`src/rtl/ex_muldiv.sv`:
```
// Multi-cycle RV32M/RV64M multiply/divide execute unit with valid/ready on both sides.
// Optional MULDIV_EARLY_OUT_EN: skip the divide iterations when |dividend| < |divisor|.
//   IDLE | waiting for a request
//   MUL  | multiply latency countdown
//   DIV  | restoring divide, one quotient bit per cycle
//   FIX  | apply quotient/remainder signs
//   DONE | result presented until taken
module ex_muldiv #(
    parameter int XLEN        = 32,
    parameter int MUL_LATENCY = 2
) (
    input  logic            clk,
    input  logic            rst,
    input  logic            flush,
    input  logic            in_valid,
    output logic            in_ready,
    input  logic [2:0]      op,
    input  logic [XLEN-1:0] rs1_data,
    input  logic [XLEN-1:0] rs2_data,
    input  logic [4:0]      rd_addr_i,
    output logic            out_valid,
    input  logic            out_ready,
    output logic [XLEN-1:0] rd_data,
    output logic [4:0]      rd_addr_o,
    output logic            busy
);
    localparam int CW = $clog2(XLEN) + 1;
    localparam logic [XLEN-1:0] MIN_NEG = {1'b1, {(XLEN-1){1'b0}}};

    typedef enum logic [2:0] {S_IDLE, S_MUL, S_DIV, S_FIX, S_DONE} state_t;

    state_t          state_q, state_d;
    logic [2:0]      op_q, op_d;
    logic [4:0]      rd_addr_q, rd_addr_d;
    logic [XLEN-1:0] opa_q, opa_d;
    logic [XLEN-1:0] opb_q, opb_d;
    logic [XLEN-1:0] rem_q, rem_d;
    logic [XLEN-1:0] result_q, result_d;
    logic [CW-1:0]   cnt_q, cnt_d;
    logic            neg_quo_q, neg_quo_d;
    logic            neg_rem_q, neg_rem_d;

    logic            accept;
    logic [XLEN-1:0] abs_a, abs_b, quo_fix, rem_fix;
    logic [XLEN:0]   trial, diff;

    function automatic logic [XLEN-1:0] mul_result(input logic [2:0] f,
                                                   input logic [XLEN-1:0] a,
                                                   input logic [XLEN-1:0] b);
        logic [2*XLEN-1:0] ae, be, p;
        ae = {{XLEN{(f != 3'd3) && a[XLEN-1]}}, a};
        be = {{XLEN{(f == 3'd1) && b[XLEN-1]}}, b};
        p  = ae * be;
        return (f[1:0] == 2'd0) ? p[XLEN-1:0] : p[2*XLEN-1:XLEN];
    endfunction

    assign in_ready  = (state_q == S_IDLE) && !flush && !rst;
    assign out_valid = (state_q == S_DONE);
    assign busy      = (state_q != S_IDLE);
    assign rd_data   = result_q;
    assign rd_addr_o = rd_addr_q;

    always_comb begin
        state_d   = state_q;
        op_d      = op_q;
        rd_addr_d = rd_addr_q;
        opa_d     = opa_q;
        opb_d     = opb_q;
        rem_d     = rem_q;
        result_d  = result_q;
        cnt_d     = cnt_q;
        neg_quo_d = neg_quo_q;
        neg_rem_d = neg_rem_q;

        accept  = in_valid && in_ready;
        abs_a   = (!op[0] && rs1_data[XLEN-1]) ? -rs1_data : rs1_data;
        abs_b   = (!op[0] && rs2_data[XLEN-1]) ? -rs2_data : rs2_data;
        trial   = {rem_q, opa_q[XLEN-1]};
        diff    = trial - {1'b0, opb_q};
        quo_fix = neg_quo_q ? -opa_q : opa_q;
        rem_fix = neg_rem_q ? -rem_q : rem_q;

        case (state_q)
            S_IDLE: begin
                if (accept) begin
                    op_d      = op;
                    rd_addr_d = rd_addr_i;
                    opa_d     = rs1_data;
                    opb_d     = rs2_data;
                    if (!op[2]) begin
                        if (MUL_LATENCY == 1) begin
                            result_d = mul_result(op, rs1_data, rs2_data);
                            state_d  = S_DONE;
                        end else begin
                            cnt_d   = CW'(MUL_LATENCY - 1);
                            state_d = S_MUL;
                        end
                    end else if (rs2_data == '0) begin
                        result_d = op[1] ? rs1_data : '1;
                        state_d  = S_DONE;
                    end else if (!op[0] && rs1_data == MIN_NEG && rs2_data == '1) begin
                        result_d = op[1] ? '0 : rs1_data;
                        state_d  = S_DONE;
                    end else begin
                        // opa holds the dividend magnitude; quotient bits shift in from the right
                        neg_quo_d = !op[0] && (rs1_data[XLEN-1] ^ rs2_data[XLEN-1]);
                        neg_rem_d = !op[0] && rs1_data[XLEN-1];
                        opa_d     = abs_a;
                        opb_d     = abs_b;
                        rem_d     = '0;
                        cnt_d     = CW'(XLEN);
                        state_d   = S_DIV;
`ifdef MULDIV_EARLY_OUT_EN
                        if (abs_a < abs_b) begin
                            opa_d   = '0;
                            rem_d   = abs_a;
                            state_d = S_FIX;
                        end
`endif
                    end
                end
            end
            S_MUL: begin
                if (cnt_q == CW'(1)) begin
                    result_d = mul_result(op_q, opa_q, opb_q);
                    state_d  = S_DONE;
                end else begin
                    cnt_d = cnt_q - CW'(1);
                end
            end
            S_DIV: begin
                if (!diff[XLEN]) begin
                    rem_d = diff[XLEN-1:0];
                    opa_d = {opa_q[XLEN-2:0], 1'b1};
                end else begin
                    rem_d = trial[XLEN-1:0];
                    opa_d = {opa_q[XLEN-2:0], 1'b0};
                end
                cnt_d = cnt_q - CW'(1);
                if (cnt_q == CW'(1)) begin
                    state_d = S_FIX;
                end
            end
            S_FIX: begin
                result_d = op_q[1] ? rem_fix : quo_fix;
                state_d  = S_DONE;
            end
            S_DONE: begin
                if (out_ready) begin
                    state_d = S_IDLE;
                end
            end
            default: state_d = S_IDLE;
        endcase

        if (flush) begin
            state_d = S_IDLE;
        end
    end

    always_ff @(posedge clk or posedge rst) begin
        if (rst) begin
            state_q   <= S_IDLE;
            op_q      <= '0;
            rd_addr_q <= '0;
            opa_q     <= '0;
            opb_q     <= '0;
            rem_q     <= '0;
            result_q  <= '0;
            cnt_q     <= '0;
            neg_quo_q <= 1'b0;
            neg_rem_q <= 1'b0;
        end else begin
            state_q   <= state_d;
            op_q      <= op_d;
            rd_addr_q <= rd_addr_d;
            opa_q     <= opa_d;
            opb_q     <= opb_d;
            rem_q     <= rem_d;
            result_q  <= result_d;
            cnt_q     <= cnt_d;
            neg_quo_q <= neg_quo_d;
            neg_rem_q <= neg_rem_d;
        end
    end
endmodule

```
`config.mk`:
```
export PLATFORM = sky130hd
export DESIGN_NAME = ex_muldiv
export DESIGN_NICKNAME = d
export VERILOG_FILES = /design/src/rtl/ex_muldiv.sv
export SDC_FILE = /design/constraint.sdc
export NUM_CORES = 2
export LEC_CHECK = 0
export ABC_AREA = 1
export BUFFER_PORTS_ARGS = -buffer_cell sky130_fd_sc_hd__buf_2
export CAP_MARGIN = 10
export CORE_ASPECT_RATIO = 1.1
export CORE_MARGIN = 4
export CORE_UTILIZATION = 66
export DETAILED_ROUTE_END_ITERATION = 10
export PLACE_DENSITY = 0.93
export SLEW_MARGIN = 20
export SYNTH_ARGS = -nofsm -noshare
export SYNTH_HDL_FRONTEND = slang
export SYNTH_SLANG_ARGS = --single-unit
```
`constraint.sdc`:
```
create_clock -name clk -period 10.6 [get_ports clk]
set_clock_uncertainty 0.15 [all_clocks]
set_input_delay 1.59 -clock clk [delete_from_list [all_inputs] [get_ports clk]]
set_output_delay 1.59 -clock clk [all_outputs]
set_load 0.01 [all_outputs]
```
# Word level (Yosys, flattened, before mapping)
# Cells that the tools add are included.
# Widths: inputs -> output; s select.
[word_totals]
register_bits = 147
inputBits = 77
output_inout_bits = 40
[classes]
add_sub_neg = 6
multipliers = 1
eq_ne = 22
muxes = 44
bitwise = 3
n_reduce_logical = 27
[op_table]
columns = ["operator", "count"]
rows = [
  ["$mux 32", 25],
  ["$neg 32->32", 4],
  ["$pmux 32 s2", 2],
  ["$pmux 32 s3", 1],
  ["$eq 32x32->1 const B", 2],
  ["$mul 33x33->64", 1],
  ["$sub 33x32->33", 1],
  ["$logic_not 32->1", 1],
  ["$mux 6", 5],
  ["$mux 3", 8],
  ["$reduce_and 5->1", 4],
  ["$pmux 6 s3", 1],
  ["$ne 3x3->1 const B", 5],
  ["$pmux 3 s5", 1],
  ["$ne 2x2->1 const B", 6],
  ["$logic_and 1x1->1", 10],
  ["$reduce_bool 3->1", 3],
  ["$eq 3x1->1 const B", 2],
  ["$eq 3x2->1 const B", 2],
  ["$eq 6x1->1 const B", 1],
  ["$ne 3x2->1 const B", 2],
  ["$sub 6x1->6 const B", 1],
  ["$reduce_and 2->1", 2],
  ["$reduce_and 4->1", 1],
  ["other kinds (9)", 12],
]

# Logic depth before layout (Yosys ltp)
[depth]
ltp_word = 9
ltp_mapped = 35
ltp_nobuf = 34

# Worst setup path before layout
# No wires, ideal clock.
[synth_timing]
path_type = "flip-flop to flip-flop"
startpoint = "reg opa_q[31]"
endpoint = "reg result_q[31], in the netlist rd_data[31]"
arrival_time_ps = 7325
path_slack_ps = 3047
stages_incl_launch_ff = 28
n_path_buf = 2
cell_sequence = "dfrtp_1 > clkbuf_1 > nand2_1 > clkbuf_1 > nor2_1 > fa_1 > inv_1 > fa_1 > inv_1 > fa_1 > inv_1 > fa_1 > fa_1 > fa_1 > fa_1 > fa_1 > inv_1 > ha_1 > nand2_1 > nor2_1 > nand2_1 > nor3_1 > nand2_1 > nand3_1 > nand2_1 > nand3_1 > nand2_1 > a21oi_1"
[synth_between]
elab_chain_cells = 5
word_cells_on_any_way = 8
[synth_lines]
columns = ["item", "line", "source"]
rows = [
  ["start: declaration", "35", "logic [XLEN-1:0] opa_q, opa_d;"],
  ["start signal: assignment", "177", "opa_q <= opa_d;"],
  ["$logic_and 1x1->1", "51", "ae = {{XLEN{(f != 3'd3) && a[XLEN-1]}}, a};"],
  ["$mul 33x33->64", "53", "p = ae * be;"],
  ["$mux 32", "54", "return (f[1:0] == 2'd0) ? p[XLEN-1:0] : p[2*XLEN-1:XLEN];"],
  ["$mux 32", "124", "if (cnt_q == CW'(1)) begin"],
  ["$pmux 32 s3 *", "83", "case (state_q)"],
  ["end signal: assignment", "180", "result_q <= result_d;"],
  ["end: declaration", "38", "logic [XLEN-1:0] result_q, result_d;"],
]
# Every way passes the cells marked *; elsewhere a longest branch is shown, timed or not. The select of a mux whose other input is x is not followed.
# A chain may end at the register's enable or synchronous reset.

# Worst setup path in the final report
[layout_timing]
startpoint = "reg opa_q[15]"
endpoint = "reg result_q[2], in the netlist rd_data[2]"
[layout_between]
elab_chain_cells = 4
[layout_lines]
columns = ["item", "line"]
rows = [
  ["$mul 33x33->64", "53"],
  ["$mux 32", "54"],
  ["$mux 32", "124"],
  ["$pmux 32 s3", "83"],
]
# No other way between the ends. The select of a mux whose other input is x is not followed.

==> flow_results.xml <==
<?xml version="1.0" encoding="UTF-8"?>
<metrics>
  <group name="run_status">
    <metric name="run_status" unit="">finished, final reports clean</metric>
  </group>
  <group name="global_routing">
    <metric name="first_global_vias" unit="">56200</metric>
    <metric name="grt_max_degree" unit="">74</metric>
    <metric name="track_usage" unit="%">48.7</metric>
    <metric name="global_route_wire_length_before_repair" unit="um">324000</metric>
    <metric name="overflow" unit="">0</metric>
    <metric name="antenna_violations_before_repair" unit="">15</metric>
  </group>
  <group name="clocking">
    <metric name="insertion_delay" unit="ps">490</metric>
    <metric name="post_cts_hold_buffer_count" unit="">0</metric>
    <metric name="post_cts_buffers" unit="">0</metric>
    <metric name="cts_sinks" unit="">147</metric>
    <metric name="cts_repair_resized_insts" unit="">0</metric>
    <metric name="clock_buffer_count_from_cts" unit="">17</metric>
    <metric name="cts.htree.levels" unit="">4</metric>
    <metric name="clock_tree.root_cell" unit="">clkbuf_16</metric>
    <metric name="cts_tree" unit="">done</metric>
    <metric name="clock_tree.buffer_depth" unit="">2</metric>
    <metric name="worst_setup_hold_path_clk_slew" unit="ps">70</metric>
  </group>
  <group name="sta">
    <metric name="fin_setup_tns" unit="ps">0</metric>
    <metric name="hold_violations" unit="">0</metric>
    <metric name="relSlewSlack" unit="%">17.7</metric>
    <metric name="worstMarginPinSlew" unit="ps">1230</metric>
    <metric name="report.final.setup_viol" unit="">0</metric>
    <metric name="holdWs" unit="ps">327</metric>
    <metric name="max_freq" unit="MHz">106</metric>
    <metric name="report.final.slew_viol_count" unit="">0</metric>
    <metric name="period_minus_slack" unit="ps">9420</metric>
    <metric name="postLayoutSetupSlackWorst" unit="ps">1180</metric>
    <metric name="final.period_utilization" unit="%">88.8</metric>
    <metric name="unrepaired_setup_endpoints_after_global_routing" unit="">no</metric>
  </group>
  <group name="yosys">
    <metric name="synth_edf_count" unit="">0</metric>
    <metric name="yosysSeqAreaShare" unit="%">6.69</metric>
    <metric name="synth_simple_gate_area_share" unit="%">23.0</metric>
    <metric name="mappedNetlistArea" unit="sq um">55000</metric>
    <metric name="synth_largest_area_cell" unit="">fa_1</metric>
    <metric name="synthXorXnorAreaFrac" unit="%">1.32</metric>
    <metric name="synth_adder_area_share" unit="%">47.2</metric>
    <metric name="synth_async_sr_flop_share" unit="%">100</metric>
    <metric name="post_synth_main_area_contributors" unit="">fa_1, nand2_1, inv_1, dfrtp_1, ha_1</metric>
    <metric name="share_of_the_synthesized_area_in_compound_gates_ao_oa_aoi_oai" unit="%">5.88</metric>
    <metric name="synthCells" unit="">7659</metric>
    <metric name="synth.mux.area_fraction" unit="%">0.0364</metric>
    <metric name="synth_top_cell_area_share" unit="%">41.0</metric>
    <metric name="synth.net_count" unit="">9114</metric>
    <metric name="synth.distinct_cells" unit="">53</metric>
    <metric name="synth.ff_latch_count" unit="">147</metric>
    <metric name="yosys_most_used_dff" unit="">dfrtp_1</metric>
    <metric name="largest_family_of_logic_cells_by_synthesized_area" unit="">adder cells</metric>
    <metric name="ys.warnings.count" unit="">0</metric>
    <metric name="syn_avg_cell_area" unit="sq um">7.18</metric>
  </group>
  <group name="route">
    <metric name="drt_pass1_iterations" unit="">9</metric>
    <metric name="detailedRoute.firstIterationViolations" unit="">6342</metric>
    <metric name="num_vias" unit="">52500</metric>
    <metric name="ant_nets" unit="">0</metric>
    <metric name="drc_viols" unit="">0</metric>
    <metric name="via_per_inst" unit="">6.09</metric>
    <metric name="drt-wirelength-per-cell" unit="um">24.4</metric>
    <metric name="wirelength" unit="um">210000</metric>
  </group>
  <group name="critical_path">
    <metric name="timing.setup.critical_path_class" unit="">flop to flop</metric>
    <metric name="endpoint_kind" unit="">flop</metric>
    <metric name="timing.reg2reg.worst_path_depth" unit="">24</metric>
    <metric name="cp_data_required_time" unit="ps">10760</metric>
    <metric name="worst_ep_arrival_time" unit="ps">9580</metric>
    <metric name="setup.worst_path.start" unit="">opa_q[15]$_DFFE_PP0P_</metric>
    <metric name="startpoint_of_the_worst_slack_reg_to_reg_timing_path" unit="">opa_q[15]$_DFFE_PP0P_</metric>
    <metric name="r2r-end" unit="">rd_data[2]$_DFFE_PP0P_</metric>
    <metric name="startpoint_type" unit="">flop</metric>
    <metric name="timing.critical_path.to" unit="">rd_data[2]$_DFFE_PP0P_</metric>
    <metric name="r2r_setup_slack" unit="ps">1180</metric>
    <metric name="critical_path.max_fanout" unit="">19</metric>
  </group>
  <group name="floorplan">
    <metric name="fp.coreArea" unit="sq um">82200</metric>
    <metric name="design.portCount" unit="">117</metric>
    <metric name="num_rows" unit="">110</metric>
    <metric name="die_height" unit="um">311</metric>
    <metric name="floorplan.die.width" unit="um">283</metric>
    <metric name="initial_cell_density_of_the_core" unit="%">66.9</metric>
    <metric name="die-area" unit="sq um">88000</metric>
  </group>
  <group name="cells_and_area">
    <metric name="flow.area_growth_from_synthesis" unit="%">3.42</metric>
    <metric name="post_route_cells_drive_above_1_share" unit="%">4.20</metric>
    <metric name="design_area" unit="sq um">56900</metric>
    <metric name="layout.nets" unit="">8995</metric>
  </group>
  <group name="placement">
    <metric name="gp_routability_congestion" unit="">1.08</metric>
    <metric name="port_buffers" unit="">116</metric>
    <metric name="pre_cts_worst_setup_slack" unit="ps">1400</metric>
    <metric name="place.detailed.hpwl" unit="um">173000</metric>
    <metric name="placement.cell_area" unit="sq um">56200</metric>
  </group>
  <group name="hold_path">
    <metric name="worstHoldPathType" unit="">flop to flop</metric>
  </group>
  <group name="job">
    <metric name="max_cap_violations" unit="">0</metric>
  </group>
</metrics>
registers in the layout (all words and copies together), names as in the netlist:
register	cells
rem_q	32
cnt_q	6
neg_rem_q	1
neg_quo_q	1
rd_data	32
opb_q	32
op_q	3
rd_addr_o	5
state_q	3
opa_q	32
cells in the mapped netlist (all sizes together), types with 9 or more instances:
library cell	n
o22ai	26
nor2	516
nand2	2149
o211ai	38
xor2	61
nand3	349
clkbuf	264
xnor2	22
maj3	25
nor3	46
ha	252
o21ai	263
a21oi	197
o21bai	31
fa	1126
nand4	53
buf	95
dfrtp	147
nor4	9
inv	1929
clkinv	11
layout by cell type, fill, tap and decap left out, drive strengths merged, types with 4 or more instances in the layout:
| cell | instances |
|---|---|
| nand3 | 349 |
| o21ai | 263 |
| clkbuf | 19 |
| nand2 | 2149 |
| maj3 | 25 |
| o21bai | 31 |
| o221ai | 5 |
| ha | 252 |
| o21a | 8 |
| nand4 | 53 |
| clkinvlp | 4 |
| o22ai | 26 |
| nor3 | 46 |
| a21oi | 197 |
| inv | 1934 |
| nor4 | 9 |
| diode | 10 |
| fa | 1126 |
| xnor2 | 22 |
| a21boi | 6 |
| xor2 | 61 |
| o211ai | 38 |
| dfrtp | 147 |
| buf | 221 |
| nand3b | 6 |
| nor2 | 516 |
| a31oi | 4 |
| clkinv | 13 |
how the worst min path moves through the flow:
stage	start	endpoint	cells after the start
2_1_floorplan	cnt_q[3]$_DFFE_PP0P_	cnt_q[3]$_DFFE_PP0P_	2
3_3_place_gp	rd_addr_o[2]$_DFFE_PP0P_	rd_addr_o[2]$_DFFE_PP0P_	2
3_5_place_dp	rd_addr_o[0]$_DFFE_PP0P_	rd_addr_o[0]$_DFFE_PP0P_	2
4_1_cts	rd_addr_o[0]$_DFFE_PP0P_	rd_addr_o[0]$_DFFE_PP0P_	2
5_1_grt	rd_addr_o[0]$_DFFE_PP0P_	rd_addr_o[0]$_DFFE_PP0P_	2
6_report	rd_addr_o[1]$_DFFE_PP0P_	rd_addr_o[1]$_DFFE_PP0P_	2
kinds of logic (layout without fill, tap and decap cells):
kind of cell,Yosys count,after routing
flops,147,147
other cells,0,10
buf+inv,2299,2192
simple gates,3138,3138
mux,2,2
fa+ha+maj,1403,1403
xor+xnor,83,83
compound gates,587,587
stage by stage:
step	cells	utilization, %
after floorplan	7659	-
after global placement	8585	68.5
after detailed placement	8585	68.5
after CTS	8616	69.1
after global routing	8617	69.2
final	8626	69.2
area by class of cell:
cell class / instances / area, sq um
antenna: 10 / 25.0
clock buffer: 19 / 443
clock inverter: 12 / 123
fill: 6416 / 25300
inverter: 1940 / 7290
multi-input combinational: 5213 / 42600
sequential: 147 / 3690
tap: 1064 / 1330
timing repair buffer: 221 / 1370
worst max-delay path, stage by stage, from the launching register on:
cell and delay [ps]:
dfrtp_1 1030, buf_4 520, nand2_1 140, fa_1 540, inv_1 50, fa_1 480
fa_1 580, inv_1 80, fa_1 480, fa_1 690, fa_1 480, fa_1 510
inv_1 50, fa_1 470, ha_1 370, nand2_1 280, inv_1 70, a21oi_1 330
nand2_1 170, inv_1 100, nand3_1 250, nand2_1 240, a21oi_1 110, o21ai_0 860
a21oi_1 160
routing by layer:
metal | wire length [um] | up-vias | GRT usage (%)
met5 | 112 | - | 0.707
met4 | 21700 | 16 | 38.4
met3 | 27500 | 1562 | 16.5
met2 | 93400 | 4192 | 75.1
met1 | 67600 | 24700 | 55.6
li1 | - | 22100 | -
Power is not shown: default switching activity piles up to over one toggle a cycle in this logic, so the estimate is an artifact.
